[src/rtl/dmem_pkg.sv]
// rtl/dmem_pkg.sv - shared size encoding and byte-lane helpers for the data memory
package dmem_pkg;

    typedef enum logic [1:0] {SZ_B, SZ_H, SZ_W, SZ_D} dmem_size_e;

    // Helpers work on an 8-lane (64-bit) view; narrower memories use the low lanes.
    function automatic logic [7:0] lane_mask(input dmem_size_e size, input logic [2:0] offset);
        logic [7:0] base;
        case (size)
            SZ_B:    base = 8'h01;
            SZ_H:    base = 8'h03;
            SZ_W:    base = 8'h0F;
            default: base = 8'hFF;
        endcase
        return base << offset;
    endfunction

    function automatic logic [63:0] extend(input logic [63:0] word, input logic [2:0] offset,
                                           input dmem_size_e size, input logic uns);
        logic [63:0] sh;
        sh = word >> {offset, 3'b000};
        case (size)
            SZ_B:    return uns ? {56'b0, sh[7:0]}  : {{56{sh[7]}},  sh[7:0]};
            SZ_H:    return uns ? {48'b0, sh[15:0]} : {{48{sh[15]}}, sh[15:0]};
            SZ_W:    return uns ? {32'b0, sh[31:0]} : {{32{sh[31]}}, sh[31:0]};
            default: return sh;
        endcase
    endfunction

endpackage

[src/rtl/data_memory_bl_if.sv]
// rtl/data_memory_bl_if.sv - request/response channel between LSU and data memory
interface data_memory_bl_if #(
    parameter int DATA_W = 32,
    parameter int ADDR_W = 32
);
    logic              req_valid;
    logic              req_ready;
    logic              req_we;
    logic [1:0]        req_size;
    logic              req_uns;
    logic [ADDR_W-1:0] req_addr;
    logic [DATA_W-1:0] req_wdata;
    logic              rsp_valid;
    logic              rsp_ready;
    logic [DATA_W-1:0] rsp_rdata;
    logic              rsp_fault;

    modport master (
        output req_valid, req_we, req_size, req_uns, req_addr, req_wdata, rsp_ready,
        input  req_ready, rsp_valid, rsp_rdata, rsp_fault
    );

    modport slave (
        input  req_valid, req_we, req_size, req_uns, req_addr, req_wdata, rsp_ready,
        output req_ready, rsp_valid, rsp_rdata, rsp_fault
    );
endinterface

[src/rtl/dmem_lane_align.sv]
// rtl/dmem_lane_align.sv - moves store data into byte lanes and extracts/extends load data
module dmem_lane_align
    import dmem_pkg::*;
#(
    parameter int DATA_W = 32
) (
    input  dmem_size_e                     size_i,
    input  logic [$clog2(DATA_W/8)-1:0]    offset_i,
    input  logic                           uns_i,
    input  logic [DATA_W-1:0]              wdata_i,
    input  logic [DATA_W-1:0]              rword_i,
    output logic [DATA_W-1:0]              wdata_o,
    output logic [DATA_W/8-1:0]            wstrb_o,
    output logic [DATA_W-1:0]              rdata_o
);
    localparam int LANES = DATA_W / 8;

    logic [2:0]  off3;
    logic [7:0]  mask8;
    logic [63:0] w64;
    logic [63:0] r64;
    logic        unused_hi;

    always_comb begin
        off3  = 3'(offset_i);
        mask8 = lane_mask(size_i, off3);
        w64   = 64'(wdata_i) << {off3, 3'b000};
        r64   = extend(64'(rword_i), off3, size_i, uns_i);
    end

    assign wdata_o   = w64[DATA_W-1:0];
    assign wstrb_o   = mask8[LANES-1:0];
    assign rdata_o   = r64[DATA_W-1:0];
    // Upper lanes are only meaningful for a 64-bit memory.
    assign unused_hi = ^{w64, r64, mask8};

endmodule

[src/rtl/data_memory_bl.sv]
// rtl/data_memory_bl.sv - byte-addressable data memory with faulting, extension and a one-entry response register
module data_memory_bl
    import dmem_pkg::*;
#(
    parameter int DATA_W = 32,
    parameter int DEPTH  = 64,
    parameter int ADDR_W = 32
) (
    input  logic                     clk,
    input  logic                     rst,
    data_memory_bl_if.slave          bus,
    input  logic [$clog2(DEPTH)-1:0] probe_addr,
    output logic [DATA_W-1:0]        probe_data
);
    localparam int LANES = DATA_W / 8;
    localparam int OFF_W = $clog2(LANES);
    localparam int IDX_W = $clog2(DEPTH);

    logic [DATA_W-1:0] mem_q [DEPTH];

    logic              rsp_valid_q, rsp_valid_d;
    logic              rsp_fault_q, rsp_fault_d;
    logic [DATA_W-1:0] rsp_rdata_q, rsp_rdata_d;

    dmem_size_e        size;
    logic [OFF_W-1:0]  offset;
    logic [IDX_W-1:0]  idx;
    logic [2:0]        align_mask;
    logic              out_of_range;
    logic              misaligned;
    logic              bad_size;
    logic              fault;
    logic              accept;

    logic [DATA_W-1:0] wdata_al;
    logic [LANES-1:0]  wstrb;
    logic [DATA_W-1:0] rdata_ext;

    always_comb begin
        size         = dmem_size_e'(bus.req_size);
        offset       = bus.req_addr[OFF_W-1:0];
        idx          = bus.req_addr[OFF_W+IDX_W-1:OFF_W];
        out_of_range = |(bus.req_addr >> (OFF_W + IDX_W));
        case (size)
            SZ_B:    align_mask = 3'd0;
            SZ_H:    align_mask = 3'd1;
            SZ_W:    align_mask = 3'd3;
            default: align_mask = 3'd7;
        endcase
        misaligned   = (3'(offset) & align_mask) != 3'd0;
        bad_size     = (size == SZ_D) && (DATA_W == 32);
        fault        = out_of_range | misaligned | bad_size;
    end

    // Single-entry response slot: a pop frees it for a request in the same cycle.
    assign bus.req_ready = !rsp_valid_q || bus.rsp_ready;
    assign accept        = bus.req_valid && bus.req_ready;

    dmem_lane_align #(.DATA_W(DATA_W)) u_align (
        .size_i   (size),
        .offset_i (offset),
        .uns_i    (bus.req_uns),
        .wdata_i  (bus.req_wdata),
        .rword_i  (mem_q[idx]),
        .wdata_o  (wdata_al),
        .wstrb_o  (wstrb),
        .rdata_o  (rdata_ext)
    );

    always_ff @(posedge clk or negedge rst) begin
        if (!rst) begin
            for (int i = 0; i < DEPTH; i++) begin
                mem_q[i] <= DATA_W'(i);
            end
        end else if (accept && bus.req_we && !fault) begin
            for (int l = 0; l < LANES; l++) begin
                if (wstrb[l]) begin
                    mem_q[idx][l*8 +: 8] <= wdata_al[l*8 +: 8];
                end
            end
        end
    end

    always_comb begin
        rsp_valid_d = rsp_valid_q;
        rsp_fault_d = rsp_fault_q;
        rsp_rdata_d = rsp_rdata_q;
        if (accept) begin
            rsp_valid_d = 1'b1;
            rsp_fault_d = fault;
            rsp_rdata_d = (bus.req_we || fault) ? '0 : rdata_ext;
        end else if (bus.rsp_ready) begin
            rsp_valid_d = 1'b0;
        end
    end

    always_ff @(posedge clk or negedge rst) begin
        if (!rst) begin
            rsp_valid_q <= 1'b0;
            rsp_fault_q <= 1'b0;
            rsp_rdata_q <= '0;
        end else begin
            rsp_valid_q <= rsp_valid_d;
            rsp_fault_q <= rsp_fault_d;
            rsp_rdata_q <= rsp_rdata_d;
        end
    end

    assign bus.rsp_valid = rsp_valid_q;
    assign bus.rsp_fault = rsp_fault_q;
    assign bus.rsp_rdata = rsp_rdata_q;
    assign probe_data    = mem_q[probe_addr];

endmodule

[src/flat_wrapper.sv]
// flat-port wrapper written by rule: the top's interface ports become plain ports
module data_memory_bl_flat import dmem_pkg::*;
#(
    parameter int DATA_W = 32,
    parameter int DEPTH  = 64,
    parameter int ADDR_W = 32
)
  (clk, rst, probe_addr, probe_data, bus_req_valid, bus_req_we, bus_req_size, bus_req_uns, bus_req_addr, bus_req_wdata, bus_rsp_ready, bus_req_ready, bus_rsp_valid, bus_rsp_rdata, bus_rsp_fault);
  data_memory_bl_if #(.DATA_W(DATA_W), .ADDR_W(ADDR_W)) bus_i ();
  input  logic clk;
  input  logic rst;
  input  logic [$clog2(DEPTH)-1:0] probe_addr;
  output logic [DATA_W-1:0] probe_data;
  input wire logic [$bits(bus_i.req_valid)-1:0] bus_req_valid;
  input wire logic [$bits(bus_i.req_we)-1:0] bus_req_we;
  input wire logic [$bits(bus_i.req_size)-1:0] bus_req_size;
  input wire logic [$bits(bus_i.req_uns)-1:0] bus_req_uns;
  input wire logic [$bits(bus_i.req_addr)-1:0] bus_req_addr;
  input wire logic [$bits(bus_i.req_wdata)-1:0] bus_req_wdata;
  input wire logic [$bits(bus_i.rsp_ready)-1:0] bus_rsp_ready;
  output wire logic [$bits(bus_i.req_ready)-1:0] bus_req_ready;
  output wire logic [$bits(bus_i.rsp_valid)-1:0] bus_rsp_valid;
  output wire logic [$bits(bus_i.rsp_rdata)-1:0] bus_rsp_rdata;
  output wire logic [$bits(bus_i.rsp_fault)-1:0] bus_rsp_fault;
  assign bus_i.req_valid = bus_req_valid;
  assign bus_i.req_we = bus_req_we;
  assign bus_i.req_size = bus_req_size;
  assign bus_i.req_uns = bus_req_uns;
  assign bus_i.req_addr = bus_req_addr;
  assign bus_i.req_wdata = bus_req_wdata;
  assign bus_i.rsp_ready = bus_rsp_ready;
  assign bus_req_ready = bus_i.req_ready;
  assign bus_rsp_valid = bus_i.rsp_valid;
  assign bus_rsp_rdata = bus_i.rsp_rdata;
  assign bus_rsp_fault = bus_i.rsp_fault;
  data_memory_bl #(.DATA_W(DATA_W), .DEPTH(DEPTH), .ADDR_W(ADDR_W)) u_core (.clk(clk), .rst(rst), .bus(bus_i), .probe_addr(probe_addr), .probe_data(probe_data));
endmodule
[config.mk]
export PLATFORM = sky130hd
export DESIGN_NAME = data_memory_bl_flat
export DESIGN_NICKNAME = d
export VERILOG_FILES = /design/src/rtl/dmem_pkg.sv /design/src/rtl/data_memory_bl_if.sv /design/src/rtl/dmem_lane_align.sv /design/src/rtl/data_memory_bl.sv /design/src/flat_wrapper.sv
export SDC_FILE = /design/constraint.sdc
export NUM_CORES = 2
export LEC_CHECK = 0
export BUFFER_PORTS_ARGS = -buffer_cell sky130_fd_sc_hd__buf_4
export CORE_UTILIZATION = 36
export CTS_CLUSTER_SIZE = 14
export DETAILED_ROUTE_END_ITERATION = 12
export PLACE_DENSITY = 0.6
export SLEW_MARGIN = 10
export SYNTH_ARGS = -nofsm -noshare
export SYNTH_HDL_FRONTEND = slang
export SYNTH_HIERARCHICAL = 1
export SYNTH_SLANG_ARGS = --single-unit
[constraint.sdc]
create_clock -name clk -period 5.3 [get_ports clk]
set_clock_uncertainty 0.1 [all_clocks]
set_input_delay 1.325 -clock clk [delete_from_list [all_inputs] [get_ports clk]]
set_output_delay 1.325 -clock clk [all_outputs]
set_load 0.05 [all_outputs]
After elaboration in Yosys (flattened, before gate mapping)
Index checks and enable logic that the tools add are counted.
W data, S select, Z words.
{"block": "classes", "magnitude_cmp": 3, "n_eq_ne": 3, "shifts": 3, "n_mux": 33, "bitwise": 5, "reduce_logical": 12}
{"cell": "$mux W2048", "count": 7}
{"cell": "$bwmux W2048", "count": 4}
{"cell": "$demux W32 S6", "count": 4}
{"cell": "$bmux W32 S6", "count": 2}
{"cell": "$mux W32", "count": 8}
{"cell": "$pmux W32 S3", "count": 1}
{"cell": "$shl A32 B5 Y32", "count": 1}
{"cell": "$shr A32 B5 Y32", "count": 1}
{"cell": "$mux W24", "count": 1}
{"cell": "$pmux W8 S3", "count": 1}
{"cell": "$reduce_or A24 Y1", "count": 1}
{"cell": "$mux W16", "count": 1}
{"cell": "$ge A7 B7 Y1 const B", "count": 2}
{"cell": "$not A6 Y7", "count": 2}
{"cell": "$pmux W3 S3", "count": 1}
{"cell": "$mux W8", "count": 1}
{"cell": "$shl A8 B2 Y4", "count": 1}
{"cell": "$lt A7 B1 Y1 const B", "count": 1}
{"cell": "$eq A2 B2 Y1 const B", "count": 2}
{"cell": "$logic_and A1 B1 Y1", "count": 4}
{"cell": "$and A2 B3 Y3", "count": 1}
{"cell": "$reduce_bool A3 Y1", "count": 1}
{"cell": "$eq A2 B1 Y1 const B", "count": 1}
{"cell": "$logic_not A1 Y1", "count": 2}
{"cell": "other kinds (5)", "count": 8}
{"block": "word_totals", "ff_bits": 2082, "inputBits": 78, "output_inout_bits": 67, "elab_cells": 126}

Depth between registers and ports, before layout
{"block": "depth", "depth_word": 17, "ltp_mapped": 16, "mapped_depth_nobuf": 10}

Hierarchy
Netlist, hierarchy kept.
{"mod": "data_memory_bl", "instances": 1, "cells_each": 7972, "area_each_um2": 120958.5, "seq_area_each_um2": 52340.2}
{"mod": "dmem_lane_align", "instances": 1, "cells_each": 196, "area_each_um2": 1273.7, "seq_area_each_um2": 0.0}

Worst setup path before layout
Ideal clock, no wire load.
{"block": "synth_timing", "path_type": "input port to output port", "startpoint": "input probe_addr[1]", "endpoint": "output probe_data[23]", "t_arrival_ns": 3.837, "required_ns": 3.875, "path_slack_ns": 0.038, "path_stages": 7, "n_path_buf": 4, "cell_sequence": "buf_2 buf_2 buf_1 buf_2 mux4_2 a21oi_1 a221oi_1"}
{"block": "synth_between", "elab_chain_cells": 4}
{"item": "start, declared", "line": "flat_wrapper.sv:12", "rtl": "input logic [$clog2(DEPTH)-1:0] probe_addr;"}
{"item": "$not A6 Y7 (implied by the code)", "line": "data_memory_bl.sv:112", "rtl": "assign probe_data = mem_q[probe_addr];"}
{"item": "$bmux W32 S6", "line": "data_memory_bl.sv:112"}
{"item": "$mux W32 (implied by the code) (2 in series)", "line": "data_memory_bl.sv:112"}
{"item": "end, declared", "line": "flat_wrapper.sv:13", "rtl": "output logic [DATA_W-1:0] probe_data;"}
Every way passes these cells. The select of a mux whose other input is x is not followed.

Worst setup path after layout
{"block": "layout_timing", "startpoint": "input probe_addr[0]", "endpoint": "output probe_data[26]"}
The elaborated chain is that of the path after synthesis.

==> summary.md <==
| Metric | Value |
|---|---|
| Hold Path Class | `input port to async pin` |
| Syn_area_per_cell | `15.0 µm²` |
| CTS tree | `done` |
| Pre-CTS WS | `-0.765 ns` |
| Reg-to-Reg Start | `u_core/mem_q[597]` |
| R2R setup slack | `1.65 ns` |
| Synth unique cells | `90` |
| Nets | `8,703` |
| # rows | `213` |
| CTS clk-pin slew, worst paths | `0.06 ns` |
| Synth top cells by count | `dfrtp_1, mux2_4, mux4_2` |
| EDFF count, synth | `0` |
| Root Driver | `clkbuf_16` |
| Critical path peak fanout | `10` |
| R2r endpoint | `u_core/bus.rsp_rdata[13]` |
| Cell Pwr Density | `260 nW/µm²` |
| Critical path endpoint | `probe_data[26]` |
| Synth async-reset ratio | `100%` |
| Routed WL per cell | `39.2 µm` |
| Port Buffers | `144` |
| Leading area contributor after synthesis | `dfrtp_1` |
| Num CTS Buffers | `235` |
| CTS HTree Levels | `4` |
| Synth Flop Type | `dfrtp_1` |
| Post-Layout Cell Count | `13,400` |
| # placed instances | `12,900` |
| F_max | `187 MHz` |
| Vias | `86,800` |
| CP arrival | `3.92 ns` |
| CTS Buffer Depth | `4` |
| CTS sink count | `2,082` |
| Startpoint Class | `input port` |
| First-pass GRT wire length | `726,000 µm` |
| Share of layout cells above drive strength 1 | `51.5%` |
| Cell count of the worst reg-to-reg path | `10` |
| RSZ-0062 raised after global routing | `false` |
| Rel. slew slack | `6.38%` |
| Critical Path Source | `probe_addr[0]` |
| First-pass detailed-route iteration total | `8` |
| Setup ws final | `-0.0415 ns` |
| Final period utilization | `101%` |
| Yosys warning total | `6` |
| Max Slew Vio Count | `0` |
| Status | `finished with violations` |
| Failing checks | `negative setup slack` |
| Gr ovfl total | `0` |
| Die H | `585 µm` |
| Antenna Nets Post-Route | `0` |
| DR vias/cell | `6.49` |
| Syn nets | `8,246` |
| DP Wirelength | `367,000 µm` |
| Largest net degree at the start of global routing | `161` |
| Clock Latency Late Sink | `0.93 ns` |
| Max cap viols | `0` |
| Final Instance Area | `143,000 µm²` |
| Slew @ Worst Pin | `1.40 ns` |
| Synth Instances | `8,168` |
| Core Box Area | `337,000 µm²` |
| Synthesized flop and latch total | `2,082` |
| Drt total wl | `524,000 µm` |
| Top post-synthesis cells by area | `dfrtp_1, mux2_4, mux4_2` |
| CP endpoint kind | `output pin` |
| Setup violators final | `10` |
| Die ar. | `342,000 µm²` |
| WP data required | `3.88 ns` |
| Post-synthesis sequential area ratio | `42.8%` |
| Vias in the first global route | `86,500` |
| Synthesized area | `122,000 µm²` |
| Starting Density | `36.3%` |
| Total routing usage reported by global routing | `30.1%` |
| IO Pins | `145` |
| Hold slack final | `0.187 ns` |
| Hold Violations, Final | `0` |
| Leakage power | `66.3 nW` |
| VDD IR max | `298 µV` |
| Gpl congestion | `0.984` |
| Count leader, synth | `dfrtp_1` |
| Detailed Route Iter0 Violations | `10,400` |
| Antenna violations before repair | `42` |
| Setup CP Type | `input port to output pin` |
| Die width | `585 µm` |
| Post-route minimum period | `5.34 ns` |
| Detailed-route DRC error count | `0` |
| Top-area cell type share of the netlist area | `38.7%` |
| Post-DP Area | `134,000 µm²` |
| Area added between synthesis and finish | `16.6%` |
[state kept, by name, summed over array words and instances, names as in the netlist]
| signal | count |
|---|---|
| u_core/bus.rsp_valid | 1 |
| u_core/bus.rsp_rdata | 32 |
| u_core/mem_q | 2048 |
| u_core/bus.rsp_fault | 1 |
[per-layer routing]
layer | up-vias | track usage [%] | share of wire [%]
met3 | 1459 | 11.7 | 13
met2 | 6023 | 42.0 | 41
met4 | 40 | 18.5 | 7.2
li1 | 32900 | - | -
met5 | - | 0.504 | 0.15
met1 | 46300 | 39.0 | 38
[timing repair]
action / in CTS / in global routing
hold buffers: 0 / 0
cloned: 1 / 2
hold endpoints to repair: 0 / 0
pin swaps: 4 / 2
setup buffers: 13 / 12
endpoints found under the setup margin: 22 / 23
gates resized for setup: 66 / 34
[how the worst min path moves through the flow]
stage,endpoint
global route,u_core/mem_q[689]
global placement,u_core/mem_q[1885]
detailed placement,u_core/mem_q[1973]
finish,u_core/mem_q[819]
floorplan,u_core/mem_q[1755]
CTS,u_core/mem_q[819]
[worst max-delay path, stage by stage]
cell	delay, ns
buf_16	0.16
buf_16	0.19
buf_4	0.28
mux4_2	0.54
o221ai_1	0.35
a21oi_1	0.08
buf_4	0.18
a21oi_1	0.33
a221oi_2	0.16
buf_4	0.26
[power by group]
part / switching (W) / internal (W)
logic: 0.00309 / 0.00117
registers: 0.000000250 / 0.0159
clock network: 0.00712 / 0.00982
[cell type report]
type	instances	area [µm²]
fill	30100	195000
multi-input combinational	5297	66800
sequential	2082	52300
timing repair buffer	1002	9830
clock buffer	347	6900
tap	4515	5650
clock inverter	75	895
antenna	49	123
inverter	7	41.3
[metrics by stage]
| stage | util [%] | setup TNS [ns] | power (W) |
|---|---|---|---|
| after detailed placement | 39.7 | -6.39 | 0.0202 |
| after floorplan | - | 0 | 0.0179 |
| after global placement | 39.7 | -7.22 | 0.0202 |
| after global routing | 42.3 | 0 | 0.0379 |
| after CTS | 42.1 | 0 | 0.0371 |
| final | 42.3 | -0.181 | 0.0371 |
[layout by cell type, fill, tap and decap left out, types with 158 or more instances in the layout]
cell and count:
a21oi_1 171, a221oi_1 231, a22oi_1 236, buf_12 158, buf_4 815, clkbuf_16 240, dfrtp_1 1890, dfstp_2 192
mux2_1 446, mux2_2 210, mux2_4 1600, mux2i_1 227, mux4_2 673, nand3_4 240
[cells by family after synthesis]
family,Yosys count,share of synthesized area [%]
buf+inv,789,3.25
compound gates,1264,7.58
mux,3161,40.0
flops,2082,42.8
simple gates,872,6.35
No activity file was read; power rests on OpenSTA's default activity.
